## config.mk

```make
export PLATFORM = sky130hd
export DESIGN_NAME = cdb_arbiter
export DESIGN_NICKNAME = d
export VERILOG_FILES = /design/src/rtl/cdb_arbiter.sv
export SDC_FILE = /design/constraint.sdc
export NUM_CORES = 1
export LEC_CHECK = 0
export ABC_AREA = 0
export ABC_CLOCK_PERIOD_IN_PS = 2190
export CAP_MARGIN = 20
export CORE_ASPECT_RATIO = 0.5
export CORE_UTILIZATION = 40
export CTS_CLUSTER_DIAMETER = 30
export DETAILED_ROUTE_END_ITERATION = 8
export PLACE_DENSITY_LB_ADDON = 0.12
export SETUP_SLACK_MARGIN = 0.3
export SLEW_MARGIN = 20
export SYNTH_ARGS = -nofsm -noshare
export SYNTH_HDL_FRONTEND = slang
export SYNTH_SLANG_ARGS = --single-unit
```

## constraint.sdc

```tcl
create_clock -name clk -period 2.19 [get_ports clk]
set_input_delay 0.3285 -clock clk [delete_from_list [all_inputs] [get_ports clk]]
set_output_delay 0.3285 -clock clk [all_outputs]
set_load 0.05 [all_outputs]
```

## src/rtl/cdb_arbiter.sv

```systemverilog
// Round-robin arbiter for the shared Common Data Bus. Picks one ready reservation station per
// cycle, urgent class first, and registers the winner's tag/data as the next-cycle broadcast.
module cdb_arbiter #(
   parameter int unsigned num_req    = 4,
   parameter int unsigned data_width = 16,
   parameter int unsigned tag_width  = 3
) (
   input  logic                              clk,
   input  logic                              reset,
   input  logic                              flush,
   input  logic [num_req-1:0]                req,
   input  logic [num_req-1:0]                urgent,
   input  logic [num_req*tag_width-1:0]      req_tag,
   input  logic [num_req*data_width-1:0]     req_data,
   output logic [num_req-1:0]                grant,
   output logic                              cdb_valid,
   output logic [tag_width-1:0]              cdb_tag,
   output logic [data_width-1:0]             cdb_data,
   output logic [$clog2(num_req)-1:0]        ptr
);

   localparam int unsigned PtrW = $clog2(num_req);
   localparam logic [PtrW-1:0] LastIdx = PtrW'(num_req - 1);

   logic [num_req-1:0]    urgent_req;
   logic [num_req-1:0]    elig;
   logic                  found;
   logic                  fire;
   logic [PtrW-1:0]       idx;
   logic [PtrW-1:0]       win;
   logic [tag_width-1:0]  win_tag;
   logic [data_width-1:0] win_data;

   logic [PtrW-1:0]       ptr_q, ptr_d;
   logic                  cdb_valid_q, cdb_valid_d;
   logic [tag_width-1:0]  cdb_tag_q, cdb_tag_d;
   logic [data_width-1:0] cdb_data_q, cdb_data_d;

   // Circular search starting at ptr_q; the urgent class masks out everything else when present.
   always_comb begin
      urgent_req = req & urgent;
      elig       = (urgent_req != '0) ? urgent_req : req;
      found      = 1'b0;
      win        = '0;
      idx        = '0;
      win_tag    = '0;
      win_data   = '0;
      for (int unsigned k = 0; k < num_req; k++) begin
         if (32'(ptr_q) + k >= num_req) begin
            idx = PtrW'(32'(ptr_q) + k - num_req);
         end else begin
            idx = PtrW'(32'(ptr_q) + k);
         end
         if (!found && elig[idx]) begin
            found    = 1'b1;
            win      = idx;
            win_tag  = req_tag[idx*tag_width +: tag_width];
            win_data = req_data[idx*data_width +: data_width];
         end
      end
   end

   assign fire = found && !flush;

   always_comb begin
      grant = '0;
      if (fire) begin
         grant[win] = 1'b1;
      end
   end

   always_comb begin
      ptr_d       = ptr_q;
      cdb_valid_d = 1'b0;
      cdb_tag_d   = cdb_tag_q;
      cdb_data_d  = cdb_data_q;
      if (fire) begin
         ptr_d       = (win == LastIdx) ? '0 : win + PtrW'(1);
         cdb_valid_d = 1'b1;
         cdb_tag_d   = win_tag;
         cdb_data_d  = win_data;
      end
   end

   always_ff @(posedge clk or posedge reset) begin
      if (reset) begin
         ptr_q       <= '0;
         cdb_valid_q <= 1'b0;
         cdb_tag_q   <= '0;
         cdb_data_q  <= '0;
      end else begin
         ptr_q       <= ptr_d;
         cdb_valid_q <= cdb_valid_d;
         cdb_tag_q   <= cdb_tag_d;
         cdb_data_q  <= cdb_data_d;
      end
   end

   assign ptr       = ptr_q;
   assign cdb_valid = cdb_valid_q;
   assign cdb_tag   = cdb_tag_q;
   assign cdb_data  = cdb_data_q;

endmodule

```

==> flow_summary.yaml <==
outcome:
  status: "complete, but fails checks"
  violations: "negative setup slack"
sta:
  setup_viol: 22
  finalCritPeriodShare: 1.134
  hold_ws_ps: 410.4
  maxSlewViolCount: 0
  worst_pin_slew_ps: 535.0
  rsz0062_at_grt: "yes"
  slew_headroom: 0.6422
  max_freq_mhz: 402.8
  fin_setup_tns_ps: -1597
  skew_ps: 7.690
  hold_viol_final: 0
  period_minus_slack_ps: 2482
  layout_setup_ws_ps: -292.4
worst_setup_path:
  worst-setup-path-type: "input pin to output port"
  cp_cell_sequence: "buf_8 -> a222oi_1 -> o211ai_1 -> nor3b_2 -> a31oi_1 -> a31oi_2 -> and2_4 -> buf_6 -> ha_4 -> and2_4 -> buf_12"
  cp_max_fo: 3
  startpoint_type: "input pin"
  reg2reg_depth: 8
  cp.required_ps: 1860
  crit_cells: 11
  cp-end-kind: "output port"
  critPathSlowestCell: "a222oi_1"
  slowest_delay_ps: 430
  crit_top_cell: "and2_4"
  crit_buf_inv: 3
  critPathArrivalTime_ps: 2150
  cp_top_family: "compound AO/OA/AOI/OAI gates"
route:
  drcViolationCount: 0
  routed_wl_um: 11880
  wl_per_cell_um: 16.52
  viasPerCell: 5.846
  detail-route-antenna-nets: 0
  first_pass_iters: 5
  drt_iter0_drc: 253
  vias: 4203
yosys:
  syn_inst: 457
  synth_area_um2: 3592
  yosysWarningCount: 0
  synth_ff_type: "dfrtp_1"
  async_flop_share: 1.000
  ys_types: 53
  syn_area_per_cell_um2: 7.860
  ys_seq_area_frac: 0.1533
  synth_edf_count: 0
  synth.ff_latch_count: 22
  syn_nets: 548
layout:
  fill_cells: 751
  final_nets: 694
  mostFrequentLayoutCells: "clkdlybuf4s50_1 (98), buf_4 (59), mux2i_1 (49)"
  drive_above_1_share: 0.3156
  area_delta_synth_final_pct: 58.86
  mostFrequentLayoutCell: "clkdlybuf4s50_1"
  n_antenna_cell: 0
  layout.cells.non_filler: 719
placed_design:
  port_buffers: 112
  gp_congestion: 0.8622
  place_worst_setup_slack_ps: -680.8
  dp_cells: 701
  dp_hpwl_um: 8012
floorplan:
  die_w_um: 136.0
  fp.dieH_um: 69.01
  io-pin-count: 113
  die_area_um2: 9387
  num_rows: 24
  initial_core_util: 0.4125
  coreArea_um2: 8708
grt:
  grt_overflow: 0
  groute.usage.overall: 0.2483
  grt_pass1_wl_um: 18900
  grt_pass1_vias: 3960
  grt_max_degree: 92
  grt_antenna_before_repair: 0
clocking:
  worstSkewPairLatency_ps: 260
  root_buffer: "clkbuf_16"
  h-tree-depth: 1
  cts_tree: "built"
  cts_buffers: 3
  cts_sinks: 22
  cts_max_path_buffers: 2
  clkTransAtPathRegs_ps: 70
  postCtsHoldBufs: 0
flow_run:
  drv.max_cap_violation_count: 0
power_and_ir_drop:
  power.density_nw_per_um2: 1129
  power_leakage_uw: 0.002388
  peakVddDrop_mv: 0.6427
  p_total_uw: 6445
hold_path:
  hold_class: "input pin to asynchronous set/reset pin"
## final timing paths
check / end / start / slack (ps)
min in group clk: cdb_data[0]$_DFFE_PP0P_ / cdb_data[0]$_DFFE_PP0P_ / 530
worst max register to register: cdb_data[4]$_DFFE_PP0P_ / ptr[0]$_DFFE_PP0P_ / -70
worst max-delay path: grant[3] / req[0] / -290
worst min register to register: cdb_data[0]$_DFFE_PP0P_ / cdb_data[0]$_DFFE_PP0P_ / 530
max in group asynchronous: ptr[0]$_DFFE_PP0P_ / reset / 1480
worst min-delay path: cdb_valid$_DFF_PP0_ / reset / 410
## tightest hold or removal path, delay by kind of cell
kind | cells | cell delay [ps]
buffers and inverters | 3 | 750
## layer usage
layer  GRT usage  vias up  wire length, µm
met1      0.3421     1967             5666
met3     0.03753       18              683
met5           0        -                0
li1            -     2076                -
met4     0.05802        0              154
met2      0.4050      142             5371
## area by class of cell
type                    instances  area, µm²  area share
clock buffers                   4      88.84     0.01557
inverters                       8      30.03    0.005262
multi-input cells             383       3090      0.5415
flip-flops and latches         22      555.5     0.09735
well taps                     117      146.4     0.02565
repair buffers                185       1795      0.3146
## synth_stat cells, types with 3 or more instances
master | n | area share
a21oi_1 | 42 | 0.059
buf_6 | 5 | 0.016
a222oi_1 | 3 | 0.0084
nor2_1 | 37 | 0.039
o21ai_0 | 31 | 0.043
o211a_1 | 12 | 0.033
nand3_1 | 3 | 0.0042
ha_1 | 4 | 0.014
o22ai_1 | 25 | 0.044
and2_1 | 6 | 0.010
o21a_1 | 5 | 0.010
mux2i_1 | 49 | 0.14
nand2_1 | 40 | 0.042
clkbuf_8 | 6 | 0.023
a22oi_1 | 9 | 0.019
inv_1 | 7 | 0.0073
o221ai_1 | 12 | 0.029
nand4_1 | 4 | 0.0070
o211ai_1 | 27 | 0.056
buf_2 | 13 | 0.018
a221oi_1 | 3 | 0.0073
buf_4 | 3 | 0.0063
dfrtp_1 | 22 | 0.15
mux2_2 | 26 | 0.082
o21ai_1 | 12 | 0.017
clkbuf_1 | 17 | 0.018
## cells by family after synthesis
| kind of cell | Yosys count | share of synthesized area |
|---|---|---|
| buffers and inverters | 55 | 0.09474 |
| AO/OA/AOI/OAI | 196 | 0.3696 |
| flip-flops | 22 | 0.1533 |
| multiplexers | 78 | 0.2375 |
| adder cells (fa/ha/maj) | 4 | 0.01393 |
| AND/OR/NAND/NOR | 102 | 0.1310 |
## per-stage QoR
| step | cell area, µm² | utilization |
|---|---|---|
| floorplan | 3652 | - |
| global placement | 5125 | 0.5885 |
| detailed placement | 5125 | 0.5885 |
| CTS | 5500 | 0.6316 |
| global route | 5707 | 0.6553 |
| finish | 5707 | 0.6553 |
## state kept, by name (all words and copies together) (netlist names)
| name | cells |
|---|---|
| cdb_data | 16 |
| ptr | 2 |
| cdb_valid | 1 |
| cdb_tag | 3 |
## report_power, final
part,internal [µW],switching (µW)
clock network,280,167
logic,2260,2980
registers,617,143
## timing repair
item	4_1_cts	5_1_grt
resized for setup	83	42
cloned	4	0
setup endpoints to repair	26	25
buffers inserted	6	4
pin swaps	21	32
Note: power is estimated with default switching activity, not from simulation.
